[config.mk]
export PLATFORM = sky130hd
export DESIGN_NAME = counter_bank_flat
export DESIGN_NICKNAME = d
export VERILOG_FILES = /design/src/rtl/counter_bank_pkg.sv /design/src/rtl/counter_bank_if.sv /design/src/rtl/counter_bank_chan.sv /design/src/rtl/counter_bank.sv /design/src/flat_wrapper.sv
export SDC_FILE = /design/constraint.sdc
export NUM_CORES = 1
export LEC_CHECK = 0
export CAP_MARGIN = 30
export CORE_MARGIN = 5
export CORE_UTILIZATION = 45
export DETAILED_ROUTE_END_ITERATION = 7
export GPL_TIMING_DRIVEN = 0
export PLACE_DENSITY = 0.82
export SLEW_MARGIN = 40
export SYNTH_ARGS = -nofsm -noshare
export SYNTH_HDL_FRONTEND = slang
export SYNTH_SLANG_ARGS = --single-unit
[constraint.sdc]
create_clock -name clk -period 2.5 [get_ports clk]
set_input_delay 0.25 -clock clk [delete_from_list [all_inputs] [get_ports clk]]
set_output_delay 0.25 -clock clk [all_outputs]
set_load 0.01 [all_outputs]
[src/rtl/counter_bank_pkg.sv]
// Shared definitions for the counter bank: direction/mode encodings and step decode.
// Pure declarations; no state, no latency, no backpressure.
package counter_bank_pkg;

  localparam logic DIR_UP    = 1'b1;
  localparam logic DIR_DN    = 1'b0;
  localparam logic MODE_SAT  = 1'b1;
  localparam logic MODE_WRAP = 1'b0;

  typedef enum logic [1:0] {
    STEP_HOLD = 2'd0,
    STEP_LOAD = 2'd1,
    STEP_UP   = 2'd2,
    STEP_DN   = 2'd3
  } step_e;

  // Load always beats an enabled count step.
  function automatic step_e decode_step(input logic ld, input logic en, input logic dir);
    if (ld)
      return STEP_LOAD;
    else if (!en)
      return STEP_HOLD;
    else if (dir == DIR_UP)
      return STEP_UP;
    else
      return STEP_DN;
  endfunction

endpackage

[src/rtl/counter_bank_if.sv]
// Control/status bundle of the counter bank; master drives controls, slave returns counts.
// Wires only; no latency, no backpressure.
interface counter_bank_if #(
  parameter int WIDTH = 8,
  parameter int NCH   = 4
);

  logic [NCH-1:0]       en;
  logic [NCH-1:0]       dir;
  logic [NCH-1:0]       sat;
  logic [NCH-1:0]       ld;
  logic [NCH*WIDTH-1:0] ld_val;
  logic [NCH*WIDTH-1:0] limit;
  logic [NCH-1:0]       clr_ovf;
  logic                 snap;
  logic [NCH*WIDTH-1:0] count;
  logic [NCH-1:0]       tc;
  logic [NCH-1:0]       ovf;
  logic [NCH*WIDTH-1:0] snap_count;
  logic                 snap_valid;

  modport master (
    output en, dir, sat, ld, ld_val, limit, clr_ovf, snap,
    input  count, tc, ovf, snap_count, snap_valid
  );

  modport slave (
    input  en, dir, sat, ld, ld_val, limit, clr_ovf, snap,
    output count, tc, ovf, snap_count, snap_valid
  );

endinterface

[src/rtl/counter_bank_chan.sv]
// counter_chan: one up/down counter with limit, wrap/saturate, tc pulse and sticky ovf.
// Outputs reflect cycle-t inputs at t+1; always accepts, no backpressure.
module counter_chan
  import counter_bank_pkg::*;
#(
  parameter int WIDTH = 8
) (
  input  logic             clk,
  input  logic             rst,
  input  logic             i_en,
  input  logic             i_dir,
  input  logic             i_sat,
  input  logic             i_ld,
  input  logic [WIDTH-1:0] i_ld_val,
  input  logic [WIDTH-1:0] i_limit,
  input  logic             i_clr_ovf,
  output logic [WIDTH-1:0] o_count,
  output logic             o_tc,
  output logic             o_ovf
);

  localparam logic [WIDTH-1:0] ONE = {{(WIDTH-1){1'b0}}, 1'b1};

  logic [WIDTH-1:0] r_count;
  logic             r_tc;
  logic             r_ovf;

  step_e            w_step;
  logic [WIDTH-1:0] w_next;
  logic             w_bnd;
  logic             w_set_ovf;

  always_comb begin
    w_step    = decode_step(i_ld, i_en, i_dir);
    w_next    = r_count;
    w_bnd     = 1'b0;
    w_set_ovf = 1'b0;
    case (w_step)
      STEP_LOAD: w_next = i_ld_val;
      // >= so a loaded value above the limit still hits the boundary
      STEP_UP: begin
        if (r_count >= i_limit) begin
          w_bnd = 1'b1;
          if (i_sat == MODE_WRAP) begin
            w_next    = '0;
            w_set_ovf = 1'b1;
          end else begin
            w_next = i_limit;
          end
        end else begin
          w_next = r_count + ONE;
        end
      end
      STEP_DN: begin
        if (r_count == '0) begin
          w_bnd = 1'b1;
          if (i_sat == MODE_SAT) begin
            w_next = '0;
          end else begin
            w_next    = i_limit;
            w_set_ovf = 1'b1;
          end
        end else begin
          w_next = r_count - ONE;
        end
      end
      default: ;
    endcase
  end

  always_ff @(posedge clk) begin
    if (rst) begin
      r_count <= '0;
      r_tc    <= 1'b0;
      r_ovf   <= 1'b0;
    end else begin
      r_count <= w_next;
      r_tc    <= w_bnd;
      // a wrap in the same cycle wins over the clear
      r_ovf   <= w_set_ovf | (r_ovf & ~i_clr_ovf);
    end
  end

  assign o_count = r_count;
  assign o_tc    = r_tc;
  assign o_ovf   = r_ovf;

endmodule

[src/rtl/counter_bank.sv]
// counter_bank: NCH counter_chan instances plus a coherent all-channel snapshot register.
// Counts and snapshot update one cycle after the request; no backpressure.
module counter_bank
  import counter_bank_pkg::*;
#(
  parameter int WIDTH = 8,
  parameter int NCH   = 4
) (
  input  logic          clk,
  input  logic          rst,
  counter_bank_if.slave bus
);

  logic [NCH*WIDTH-1:0] w_count;
  logic [NCH-1:0]       w_tc;
  logic [NCH-1:0]       w_ovf;

  logic [NCH*WIDTH-1:0] r_snap_count;
  logic                 r_snap_valid;

  for (genvar g = 0; g < NCH; g++) begin : g_chan
    counter_chan #(
      .WIDTH(WIDTH)
    ) u_chan (
      .clk       (clk),
      .rst       (rst),
      .i_en      (bus.en[g]),
      .i_dir     (bus.dir[g]),
      .i_sat     (bus.sat[g]),
      .i_ld      (bus.ld[g]),
      .i_ld_val  (bus.ld_val[g*WIDTH +: WIDTH]),
      .i_limit   (bus.limit[g*WIDTH +: WIDTH]),
      .i_clr_ovf (bus.clr_ovf[g]),
      .o_count   (w_count[g*WIDTH +: WIDTH]),
      .o_tc      (w_tc[g]),
      .o_ovf     (w_ovf[g])
    );
  end

  // Captures the registered (pre-update) counts, so every channel is from the same cycle.
  always_ff @(posedge clk) begin
    if (rst) begin
      r_snap_count <= '0;
      r_snap_valid <= 1'b0;
    end else begin
      r_snap_valid <= bus.snap;
      if (bus.snap)
        r_snap_count <= w_count;
    end
  end

  assign bus.count      = w_count;
  assign bus.tc         = w_tc;
  assign bus.ovf        = w_ovf;
  assign bus.snap_count = r_snap_count;
  assign bus.snap_valid = r_snap_valid;

endmodule

[src/flat_wrapper.sv]
// flat-port wrapper written by rule: the top's interface ports become plain ports
module counter_bank_flat import counter_bank_pkg::*;
#(
  parameter int WIDTH = 8,
  parameter int NCH   = 4
)
  (clk, rst, bus_en, bus_dir, bus_sat, bus_ld, bus_ld_val, bus_limit, bus_clr_ovf, bus_snap, bus_count, bus_tc, bus_ovf, bus_snap_count, bus_snap_valid);
  counter_bank_if #(.WIDTH(WIDTH), .NCH(NCH)) bus_i ();
  input  logic clk;
  input  logic rst;
  input wire logic [$bits(bus_i.en)-1:0] bus_en;
  input wire logic [$bits(bus_i.dir)-1:0] bus_dir;
  input wire logic [$bits(bus_i.sat)-1:0] bus_sat;
  input wire logic [$bits(bus_i.ld)-1:0] bus_ld;
  input wire logic [$bits(bus_i.ld_val)-1:0] bus_ld_val;
  input wire logic [$bits(bus_i.limit)-1:0] bus_limit;
  input wire logic [$bits(bus_i.clr_ovf)-1:0] bus_clr_ovf;
  input wire logic [$bits(bus_i.snap)-1:0] bus_snap;
  output wire logic [$bits(bus_i.count)-1:0] bus_count;
  output wire logic [$bits(bus_i.tc)-1:0] bus_tc;
  output wire logic [$bits(bus_i.ovf)-1:0] bus_ovf;
  output wire logic [$bits(bus_i.snap_count)-1:0] bus_snap_count;
  output wire logic [$bits(bus_i.snap_valid)-1:0] bus_snap_valid;
  assign bus_i.en = bus_en;
  assign bus_i.dir = bus_dir;
  assign bus_i.sat = bus_sat;
  assign bus_i.ld = bus_ld;
  assign bus_i.ld_val = bus_ld_val;
  assign bus_i.limit = bus_limit;
  assign bus_i.clr_ovf = bus_clr_ovf;
  assign bus_i.snap = bus_snap;
  assign bus_count = bus_i.count;
  assign bus_tc = bus_i.tc;
  assign bus_ovf = bus_i.ovf;
  assign bus_snap_count = bus_i.snap_count;
  assign bus_snap_valid = bus_i.snap_valid;
  counter_bank #(.WIDTH(WIDTH), .NCH(NCH)) u_core (.clk(clk), .rst(rst), .bus(bus_i));
endmodule
---- After elaboration in Yosys (flattened, before gate mapping) ----
Index checks and enable logic that the tools add are counted.
word-level totals
  logic and storage cells ................. 118
  register bits ........................... 73
cells by class
  order comparisons ....................... 4
  reduce and logical (&&, ||, !) cells .... 8
  bitwise gates (word level) .............. 12
  equality and inequality tests ........... 12
  multiplexer cells ....................... 60
  $add $sub $neg .......................... 8
operators with widths
  cell                   count
  $mux W8                16
  $pmux W8 S3            4
  $add A8 B1 Y8 const B  4
  $ge A8 B8 Y1           4
  $logic_not A8 Y1       4
  $sub A8 B1 Y8 const B  4
  $mux W1                24
  $eq A2 B2 Y1 const B   8
  $mux W2                8
  $pmux W1 S2            8
  $reduce_bool A3 Y1     4
  $eq A2 B1 Y1 const B   4
  $and A1 B1 Y1          4
  $not A1 Y1             4
  $or A1 B1 Y1           4

---- Logic depth before layout (Yosys ltp) ----
Gate-level depths: netlist (run 1).
  word-level depth ........................ 6
  gate-level depth with buffers ........... 10
  depth with buffers taken out ............ 8

---- Hierarchy ----
From an unflattened synthesis (run 1), not the netlist that was laid out.
unflattened totals
  cell total of the unflattened synthesis .. 700
  area total of the unflattened synthesis .. 5699.2 sq um
by module, submodules not included
  module                                       times used  area an instance (sq um)  cells an instance  sequential area each (sq um)
  counter_chan at u_core.g_chan[0].u_chan ...  3           1131.1                    149                200.2
  counter_bank                                 1           1202.4                    106                660.6
  counter_chan at u_core.g_chan[3].u_chan      1           1103.6                    147                200.2

---- Worst setup path after synthesis (run 1) ----
No wires, ideal clock.
  path type ............................... reg-to-reg
  start point ............................. register u_core.g_chan[1].u_chan.r_count[0]
  end point ............................... register u_core.g_chan[1].u_chan.r_count[6]
  data arrival time ....................... 2.487 ns
  buffers on the path ..................... 1
  stages on the path, launching flop included .. 10
  period minus slack after synthesis ...... 2.561 ns
  slack ................................... -0.061 ns
  required time ........................... 2.426 ns
  cell sequence ........................... dfxtp_1 > clkbuf_1 > inv_1 > ha_1 > nand2b_1 > a2111oi_0 > o21bai_1 > a21boi_2 > mux2_2 > o21ai_0
between the ends
  word-level cells in the longest chain between the ends .. 3
  elaborated cells between the ends (all ways) .. 7
ends and longest elaborated chain
  item                                   RTL line                                          RTL
  from (decl)                            counter_bank_chan.sv:24                           logic [WIDTH-1:0] r_count;
  from (signal assigned)                 counter_bank_chan.sv:77                           r_count <= w_next;
  $sub A8 B1 Y8 (tied with other cells)  counter_bank_chan.sv:64                           w_next = r_count - ONE;
  $mux W8, on equally long branches      counter_bank_chan.sv:55, counter_bank_chan.sv:42
  $pmux W8 S3 *                          counter_bank_chan.sv:38                           case (w_step)
Every way passes the cells marked *; elsewhere a longest branch is shown, timed or not.
A chain may end at the register's enable or synchronous reset.

---- Worst setup path in the final report (run 1) ----
  start point ............................. register u_core.g_chan[0].u_chan.r_count[0]
  end point ............................... register u_core.g_chan[0].u_chan.r_count[3]
between the ends
  word-level cells in the longest chain between the ends .. 3
  elaborated cells between the ends (all ways) .. 7
ends and longest elaborated chain
  item                                   RTL line
  from (decl)                            counter_bank_chan.sv:24
  from (signal assigned)                 counter_bank_chan.sv:77
  $sub A8 B1 Y8 (tied with other cells)  counter_bank_chan.sv:64
  $mux W8, on equally long branches      counter_bank_chan.sv:55, counter_bank_chan.sv:42
  $pmux W8 S3 *                          counter_bank_chan.sv:38
Marked as above.

==> impl_metrics.env, run 1 <==
export IMPL_status="complete, no violations"
export IMPL_ys_seq_elements=73
export IMPL_period_share=0.964
export IMPL_postSynthAreaPerCell_sq_um=7.71
export IMPL_drc=0
export IMPL_core_area_sq_um=12600
export IMPL_startpoint="u_core.g_chan[0].u_chan.o_count[0]"
export IMPL_max_freq_ghz=0.415
export IMPL_syn_area_sq_um=5720
export IMPL_antenna_found_initial=0
export IMPL_io_pins=160
export IMPL_antennaDiodeCount=0
export IMPL_die_h_um=123
export IMPL_cts_made_buffers=9
export IMPL_finalSetupViolations=0
export IMPL_comb_power_share=0.318
export IMPL_clk_pin_slew_ns=0.06
export IMPL_start_util=0.455
export IMPL_first_pass_iters=6
export IMPL_io_buffer_count=154
export IMPL_critical_path_top_delay_family="simple AND/OR/NAND/NOR gates"
export IMPL_nets=1041
export IMPL_grt_overflow=0
export IMPL_cts_num_sinks=73
export IMPL_grt_pass1_vias=5980
export IMPL_slowest_delay_ns=0.48
export IMPL_cts_tree="built"
export IMPL_internal_power_mw=2.85
export IMPL_clk_latency_ns=0.33
export IMPL_slowest_stage="or4b_4"
export IMPL_layout_drive_gt1_share=0.0974
export IMPL_cts_root_buffer="clkbuf_16"
export IMPL_drt_iter0_markers=607
export IMPL_power_per_cell_area_nw_per_um2=519
export IMPL_synth_nets=873
export IMPL_grt_max_degree=13
export IMPL_yosysSeqAreaShare=0.255
export IMPL_cp_required_ns=2.75
export IMPL_area_growth_syn_to_layout_pct=39.2
export IMPL_grtUsageTotal=0.242
export IMPL_die_x_um=123
export IMPL_slew_headroom=0.475
export IMPL_wl_per_cell_um=17.2
export IMPL_path_buf_inv=1
export IMPL_crit_type="reg -> reg"
export IMPL_vias_per_cell=5.64
export IMPL_finalWirelength_mm=18.7
export IMPL_crit_fanout=9
export IMPL_clock_power_share=0.360
export IMPL_gp_congestion=0.913
export IMPL_via_count=6125
export IMPL_finalHoldViolations=0
export IMPL_critPathCaptureType="register"
export IMPL_hold_path_class="in -> reg"
export IMPL_post_route_min_period_ns=2.41
export IMPL_synth_top_area_cell="dfxtp_1"
export IMPL_startpoint_type="register"
export IMPL_p_sw_mw=1.28
export IMPL_drv_slew=0
export IMPL_power_mw=4.13
export IMPL_num_rows=41
export IMPL_swShare=0.310
export IMPL_pwr_share_seq=0.322
export IMPL_h_tree_depth=3
export IMPL_synth_warnings=0
export IMPL_grt_pass1_wl_mm=29.3
export IMPL_hold_buffers=0
export IMPL_worstMarginPinSlew_ns=0.788
export IMPL_crit_chain="inv_2 > ha_1 > or4b_4 > or2_2 > or3_1 > o21ai_2 > a221oi_1 > nor3_1"
export IMPL_synthDominantCellAreaShare=0.255
export IMPL_cap_violations=0
export IMPL_async_flop_share=0
export IMPL_final_setup_tns_ns=0
export IMPL_dp_hpwl_mm=13.7
export IMPL_fp_dieArea_sq_um=15100
export IMPL_fin_skew_ns=0.00559
export IMPL_synthTopCellsByArea="dfxtp_1 (26%), ha_1 (9.6%), mux2i_1 (7.0%), nor2_1 (5.5%), a21oi_1 (3.9%)"
export IMPL_arrival_ns=2.66
export IMPL_ir_worst_vdd_uv=276
export IMPL_hold_start="bus_snap"
export IMPL_clockBufferDepth=2
export IMPL_yosysUniqueCellTypes=70
export IMPL_ys_flop_type="dfxtp_1"
export IMPL_r2r_start="u_core.g_chan[0].u_chan.o_count[0]"
export IMPL_postRouteAntennaNets=0
export IMPL_power_leakage_nw=3.30
export IMPL_synth_edf_count=0
export IMPL_syn_inst=742
synth_stat cells (5+ instances only):
cell	count
a211oi_1	5
o21ai_0	38
or3_1	7
nor2_1	84
a221oi_1	10
a31oi_1	8
nand2_1	46
nand3_1	22
o211ai_1	7
ha_1	44
and3_1	13
nor3_1	34
xor2_1	13
dfxtp_1	73
mux2_2	8
xnor2_1	22
clkbuf_1	35
buf_4	9
nand2b_1	15
a21oi_1	45
o21a_1	5
buf_2	6
inv_1	52
mux2i_1	40
nor2b_1	7
buf_1	5
registers in the layout, summed over array words and instances (netlist names):
register	count
u_core.bus.snap_count	32
u_core.g_chan.u_chan.o_count	32
u_core.g_chan.u_chan.o_ovf	4
u_core.g_chan.u_chan.o_tc	4
u_core.bus.snap_valid	1
layout make-up:
cell class,instances,area [sq um]
plain buffers,52,258
clock buffers,9,225
clock inverters,6,108
fillers,1090,4600
inverters,52,199
multi-input cells,561,3890
flip-flops and latches,73,1470
well taps,172,215
repair buffers,161,1600
worst paths after layout:
kind | endpoint | slack, ns | cells past startpoint
hold reg to reg | u_core.g_chan[2].u_chan.o_ovf | 0.46 | 2
hold / removal | u_core.bus.snap_count[20] | 0.38 | 3
setup / recovery | u_core.g_chan[0].u_chan.o_count[3] | 0.09 | 8
setup reg to reg | u_core.g_chan[0].u_chan.o_count[3] | 0.09 | 8
tightest hold or removal path, cell delays in order:
cell      delay (ns)
clkbuf_1        0.19
mux2i_1         0.16
nor2_1          0.07
cells by family (layout without fill, tap and decap cells):
kind of cell,after synthesis,count (layout),share of synthesized area
DFF,73,73,0.255
and+or+nand+nor,262,262,0.229
adders and majority gates,44,44,0.0962
muxes,48,48,0.0857
xor gates and xnor gates,35,35,0.0536
buffers and inverters,108,280,0.0794
AOI/OAI and AO/OA,172,172,0.201
power by group through the flow:
stage / clock (mW) / combinational, mW / sequential [mW]
2_1_floorplan: 0 / 0.728 / 1.36
3_3_place_gp: 0 / 1.22 / 1.34
3_5_place_dp: 0 / 1.24 / 1.34
4_1_cts: 1.51 / 1.27 / 1.32
5_1_grt: 1.55 / 1.44 / 1.34
6_report: 1.49 / 1.32 / 1.33
metal layers:
metal | track usage | vias to the layer above | routed length, um
li1 | - | 2961 | -
met1 | 0.316 | 2835 | 7860
met2 | 0.403 | 287 | 8990
met3 | 0.0300 | 42 | 1340
met4 | 0.102 | 0 | 462
met5 | 0 | - | 0
repair_timing:
action                                 in CTS  in global routing
pin swaps                                   3                  7
endpoints found under the hold margin       0                  0
buffers inserted                            2                  5
cloned                                      0                  0
resized for setup                          13                 22
setup endpoints to repair                  33                 27
layout by cell type, fill, tap and decap left out, types with 4 or more instances in the layout:
master             n
dfxtp_1           67
a21oi_1           44
buf_1              5
mux2i_1           40
or2_2              4
nor2_1            84
o21a_1             5
a31oi_1            8
xnor2_1           22
inv_1             48
buf_4             15
nand2b_1          14
nor3_1            32
a311oi_1           4
o31ai_1            4
o21ai_0           38
a211oi_1           4
a221oi_1          10
a21o_1             4
o211ai_1           7
clkbuf_16          9
xor2_1            13
nand3b_1           4
clkdlybuf4s50_1  154
buf_2              6
o32ai_1            4
clkbuf_1          29
and3_1            13
nand3_1           22
mux2_2             7
or3_1              7
nand2_1           46
nor2b_1            7
ha_1              43
dfxtp_2            5
stage by stage:
stage | cell area [sq um] | cells | util | hold slack, ns | setup slack, ns
5_1_grt | 7970 | 1086 | 0.634 | 0.402 | -0.0496
4_1_cts | 7870 | 1082 | 0.626 | 0.361 | 0.00410
3_5_place_dp | 7490 | 1068 | 0.596 | 0.451 | -0.470
6_report | 7970 | 1086 | 0.634 | 0.377 | 0.0905
2_1_floorplan | 5720 | 742 | - | 0.351 | 0.0494
3_3_place_gp | 7480 | 1068 | 0.595 | 0.443 | -0.441
Power figures use the tool's default switching activity.
==> run 2, diff against run 1 <==
--- a/config.mk
+++ b/config.mk
@@ -6,7 +6,7 @@
 export NUM_CORES = 1
 export LEC_CHECK = 0
 export CAP_MARGIN = 30
-export CORE_MARGIN = 5
+export CORE_MARGIN = 2
 export CORE_UTILIZATION = 45
 export DETAILED_ROUTE_END_ITERATION = 7
 export GPL_TIMING_DRIVEN = 0
==> run 2 against run 1 <==
Clock-buffer cell count grew 2. Fmax fell by 1.7%. Total power grew 1.3%. Critical path depth did not move. Non-clock buffer count unchanged. Wire length decreased by 3.0%. Highest routed layer unchanged.
==> impl_metrics.env, run 2 (synthesis gave the netlist of run 1 again) <==
export IMPL_use_met1=0.341
export IMPL_antennaDiodeCount=0
export IMPL_gr_max_usage_layer="met2"
export IMPL_die_h_um=117
export IMPL_finalHoldViolations=0
export IMPL_drv_slew=0
export IMPL_hold_path_class="in -> reg"
export IMPL_hold_start="rst"
export IMPL_cts_tree="built"
export IMPL_most_common_layout_cells="clkdlybuf4s50_1 (154), nor2_1 (84), dfxtp_1 (69), inv_1 (49), nand2_1 (46)"
export IMPL_arrival_ns=2.69
export IMPL_finalWirelength_mm=18.1
export IMPL_gp_congestion=0.936
export IMPL_slew_headroom=0.438
export IMPL_cts_num_sinks=73
export IMPL_period_share=0.981
export IMPL_first_pass_iters=5
export IMPL_met2_usage=0.435
export IMPL_final_common_cell="clkdlybuf4s50_1"
export IMPL_r2r_cells=8
export IMPL_max_freq_ghz=0.408
export IMPL_use_met3=0.0438
export IMPL_critical_path_top_delay_family="simple AND/OR/NAND/NOR gates"
export IMPL_post_route_min_period_ns=2.45
export IMPL_startpoint_type="register"
export IMPL_power_leakage_nw=3.30
export IMPL_dp_hpwl_mm=13.1
export IMPL_clk_pin_slew_ns=0.06
export IMPL_status="complete, no violations"
export IMPL_worstHoldEndpoint="u_core.g_chan[3].u_chan.o_tc"
export IMPL_cp_required_ns=2.74
export IMPL_r2r_end="u_core.g_chan[0].u_chan.o_count[6]"
export IMPL_crit_type="reg -> reg"
export IMPL_cap_violations=0
export IMPL_r2r_slack_ns=0.05
export IMPL_wl_per_cell_um=16.6
export IMPL_path_buf_inv=1
export IMPL_hold_buffers=0
export IMPL_h_tree_depth=3
export IMPL_post_place_ws_ns=-0.451
export IMPL_postRouteAntennaNets=0
export IMPL_layout_setup_ws_ns=0.0485
export IMPL_worstMarginPinSlew_ns=0.843
export IMPL_r2r_start="u_core.g_chan[0].u_chan.o_count[0]"
export IMPL_drc=0
export IMPL_slowest_delay_ns=0.49
export IMPL_min_delay_path_depth=2
export IMPL_io_pins=160
export IMPL_via_count=6139
export IMPL_drt_iter0_markers=582
export IMPL_critPathCaptureType="register"
export IMPL_layout_drive_gt1_share=0.0961
export IMPL_ir_worst_vdd_uv=254
export IMPL_grtUsageTotal=0.261
export IMPL_grt_pass1_wl_mm=28.3
export IMPL_antenna_found_initial=0
export IMPL_grt_max_degree=13
export IMPL_vias_per_cell=5.64
export IMPL_fp_dieArea_sq_um=13600
export IMPL_finalSetupViolations=0
export IMPL_cts_root_buffer="clkbuf_16"
export IMPL_io_buffer_count=154
export IMPL_crit_chain="inv_2 > ha_1 > or4b_4 > or2_2 > or3_1 > o21ai_4 > a221oi_1 > nor3_1"
export IMPL_grt_overflow=0
export IMPL_cts_made_buffers=9
export IMPL_startpoint="u_core.g_chan[0].u_chan.o_count[0]"
export IMPL_start_util=0.457
export IMPL_num_rows=41
export IMPL_grt_pass1_vias=5719
export IMPL_core_area_sq_um=12500
export IMPL_hold_slack_ns=0.364
export IMPL_power_per_cell_area_nw_per_um2=524
export IMPL_die_x_um=117
export IMPL_crit_fanout=9
export IMPL_clockBufferDepth=2
export IMPL_fin_skew_ns=0.00632
export IMPL_area_growth_syn_to_layout_pct=39.7
export IMPL_clk_latency_ns=0.34
export IMPL_nets=1042
export IMPL_slowest_stage="or4b_4"
==> run 2: cell types whose count changed in the layout (fill, tap and decap cells not counted), sizes merged <==
cell and change:
a21boi +1, clkbuf +2, clkinv -1
==> run 2: final cells by class <==
class,count,area [sq um]
Sequential cell,73,1470
Tap cell,172,215
Buffer,54,274
Clock inverter,5,103
Multi-Input combinational cell,562,3910
Fill cell,1094,4520
Inverter,52,199
Clock buffer,11,243
Timing Repair Buffer,159,1580
==> run 2: power by group <==
| part | switching [mW] | internal (mW) | leakage (nW) |
|---|---|---|---|
| registers | 0.0793 | 1.24 | 0.601 |
| logic | 0.680 | 0.648 | 2.53 |
| clock network | 0.537 | 1.00 | 0.166 |
==> run 2: stage by stage <==
step,area [sq um],util,power [mW],setup TNS (ns),instances
6_report,7990,0.639,4.19,0,1088
2_1_floorplan,5720,-,2.08,0,742
3_5_place_dp,7490,0.598,2.57,-7.09,1068
3_3_place_gp,7480,0.598,2.56,-5.96,1068
4_1_cts,7880,0.630,4.14,0,1084
5_1_grt,7990,0.639,4.38,-0.00393,1088
==> run 2: worst reg2reg max path: cells and delay by family (launching register included) <==
kind | cells | cell delay [ns]
AND/OR/NAND/NOR | 4 | 1.43
buffers and inverters | 1 | 0.11
AO/OA/AOI/OAI | 2 | 0.26
adder cells (fa/ha/maj) | 1 | 0.17
flip-flops | 1 | 0.37
==> run 2: how the worst max path moves through the flow <==
stage	cells past startpoint	slack (ns)	to
final	8	0.05	u_core.g_chan[0].u_chan.o_count[6]
after global routing	10	-0.004	u_core.g_chan[3].u_chan.o_count[0]
after detailed placement	10	-0.45	u_core.g_chan[3].u_chan.o_count[0]
after global placement	10	-0.40	u_core.g_chan[3].u_chan.o_count[0]
after CTS	9	0.008	u_core.g_chan[1].u_chan.o_count[6]
after floorplan	9	0.05	u_core.g_chan[1].u_chan.o_count[6]
==> run 2: metal layers <==
| layer | share of wire | up-vias |
|---|---|---|
| li1 | - | 2980 |
| met5 | 0 | - |
| met2 | 0.48 | 284 |
| met3 | 0.070 | 38 |
| met1 | 0.43 | 2837 |
| met4 | 0.021 | 0 |
==> run 2: timing repair <==
item	CTS	global route
gates cloned	1	0
endpoints found under the setup margin	30	29
pin swaps	4	5
buffers inserted	1	4
resized for setup	12	27
==> run 3, diff against run 2 <==
--- a/config.mk
+++ b/config.mk
@@ -10,7 +10,7 @@
 export CORE_UTILIZATION = 45
 export DETAILED_ROUTE_END_ITERATION = 7
 export GPL_TIMING_DRIVEN = 0
-export PLACE_DENSITY = 0.82
+export PLACE_DENSITY_LB_ADDON = 0.08
 export SLEW_MARGIN = 40
 export SYNTH_ARGS = -nofsm -noshare
 export SYNTH_HDL_FRONTEND = slang
==> run 3 against run 2 <==
Sequential power about the same. Sequential cell count is the same. First-iteration DRC count fell by 19%. Critical path depth grew 2. Clock-buffer cell count did not move. Clock power shrank 14%. Largest cell class unchanged.
==> impl_metrics.env, run 3 (synthesis gave the netlist of run 1 again) <==
export IMPL_status="complete, no violations"
export IMPL_postRouteAntennaNets=0
export IMPL_power_per_cell_area_nw_per_um2=502
export IMPL_crit_chain="buf_8 > inv_4 > ha_1 > nand2b_4 > a2111oi_4 > o21bai_2 > a21boi_4 > buf_6 > mux2_2 > o32ai_1"
export IMPL_die_h_um=117
export IMPL_core_area_sq_um=12500
export IMPL_dp_hpwl_mm=13.5
export IMPL_io_buffer_count=154
export IMPL_via_count=6157
export IMPL_seq_area_sq_um=1470
export IMPL_most_common_layout_cells="clkdlybuf4s50_1 (154), nor2_1 (84), dfxtp_1 (67), inv_1 (49), nand2_1 (46)"
export IMPL_grt_overflow=0
export IMPL_layout_setup_ws_ns=0.0933
export IMPL_route_met2_wl_mm=8.55
export IMPL_fp_dieArea_sq_um=13600
export IMPL_clk_pin_slew_ns=0.06
export IMPL_final_setup_tns_ns=0
export IMPL_crit_type="reg -> reg"
export IMPL_crit_fanout=10
export IMPL_drt_met1_wl_mm=7.78
export IMPL_r2r_start="u_core.g_chan[1].u_chan.o_count[0]"
export IMPL_route_met3_wl_mm=1.36
export IMPL_clock_power_share=0.335
export IMPL_cts_made_buffers=9
export IMPL_hold_start="rst"
export IMPL_fin_skew_ns=0.00598
export IMPL_critPathCaptureType="register"
export IMPL_antenna_found_initial=0
export IMPL_slew_headroom=0.449
export IMPL_rsz0062_at_grt="yes"
export IMPL_path_buf_inv=3
export IMPL_internal_power_mw=2.68
export IMPL_cap_violations=0
export IMPL_max_freq_ghz=0.416
export IMPL_startpoint="u_core.g_chan[1].u_chan.o_count[0]"
export IMPL_antennaDiodeCount=0
export IMPL_nets=1039
export IMPL_final_common_cell="clkdlybuf4s50_1"
export IMPL_die_x_um=117
export IMPL_drt_iter0_markers=469
export IMPL_grt_max_degree=13
export IMPL_gp_congestion=0.927
export IMPL_cts_num_sinks=73
export IMPL_fillerInstances=1201
export IMPL_drc=0
export IMPL_arrival_ns=2.66
export IMPL_comb_power_share=0.329
export IMPL_wl_per_cell_um=16.6
export IMPL_num_rows=41
export IMPL_io_pins=160
export IMPL_grt_pass1_vias=5825
export IMPL_finalWirelength_mm=18.0
export IMPL_grtUsageTotal=0.261
export IMPL_cts_root_buffer="clkbuf_16"
export IMPL_grt_pass1_wl_mm=28.3
export IMPL_power_mw=3.98
export IMPL_cp_required_ns=2.75
export IMPL_cts_tree="built"
export IMPL_drv_slew=0
export IMPL_start_util=0.457
export IMPL_area_growth_syn_to_layout_pct=38.4
export IMPL_clockBufferDepth=2
export IMPL_vias_per_cell=5.67
export IMPL_slowest_stage="dfxtp_2"
export IMPL_hold_path_class="in -> reg"
export IMPL_clk_latency_ns=0.35
export IMPL_period_share=0.963
export IMPL_top_layer="met4"
export IMPL_finalHoldViolations=0
export IMPL_pwr_share_seq=0.336
export IMPL_swShare=0.325
export IMPL_power_leakage_nw=3.27
export IMPL_finalSetupViolations=0
export IMPL_multi_input_area_sq_um=3890
export IMPL_startpoint_type="register"
export IMPL_worstMarginPinSlew_ns=0.826
export IMPL_post_place_ws_ns=-0.456
export IMPL_ir_worst_vdd_uv=321
export IMPL_first_pass_iters=5
export IMPL_h_tree_depth=3
export IMPL_layout_drive_gt1_share=0.0964
export IMPL_slowest_delay_ns=0.36
export IMPL_p_sw_mw=1.29
export IMPL_critical_path_top_delay_family="compound AO/OA/AOI/OAI gates"
export IMPL_post_route_min_period_ns=2.41
run 3: power by group through the flow:
stage                     sequential (mW)  clock, mW  combinational (mW)
after floorplan                      1.36          0               0.728
after global routing                 1.35       1.40                1.43
after global placement               1.34          0                1.22
after CTS                            1.32       1.35                1.27
after detailed placement             1.34          0                1.24
final                                1.34       1.33                1.31
run 3: area by class of cell:
type,instances,share of cell area
Inverter,52,0.0250
Clock buffer,11,0.0307
Multi-Input combinational cell,561,0.491
Sequential cell,73,0.185
Buffer,51,0.0322
Clock inverter,5,0.00695
Timing Repair Buffer,160,0.201
Tap cell,172,0.0272
run 3: repair_timing:
action	4_1_cts	5_1_grt
resized for setup	12	22
hold buffers	0	0
pin swaps	3	6
hold endpoints to repair	0	0
setup endpoints to repair	29	31
setup buffers	2	4
run 3: metal layers:
metal,vias up,global-route usage
met5,-,0
met4,0,0.0886
met3,32,0.0484
met2,277,0.433
met1,2873,0.342
li1,2975,-
run 3: per-stage QoR:
stage	cells	util	hold WS, ns	cell area, sq um
floorplan	742	-	0.351	5720
global placement	1068	0.598	0.447	7480
detailed placement	1068	0.598	0.466	7480
CTS	1083	0.625	0.334	7820
global route	1085	0.633	0.398	7920
finish	1085	0.633	0.327	7920
run 3: worst paths after layout:
path / end / slack, ns / cells after the start
hold / removal: u_core.g_chan[3].u_chan.o_tc / 0.33 / 2
setup / recovery: u_core.g_chan[1].u_chan.o_count[7] / 0.09 / 10
setup reg to reg: u_core.g_chan[1].u_chan.o_count[7] / 0.09 / 10
hold reg to reg: u_core.g_chan[1].u_chan.o_ovf / 0.48 / 1
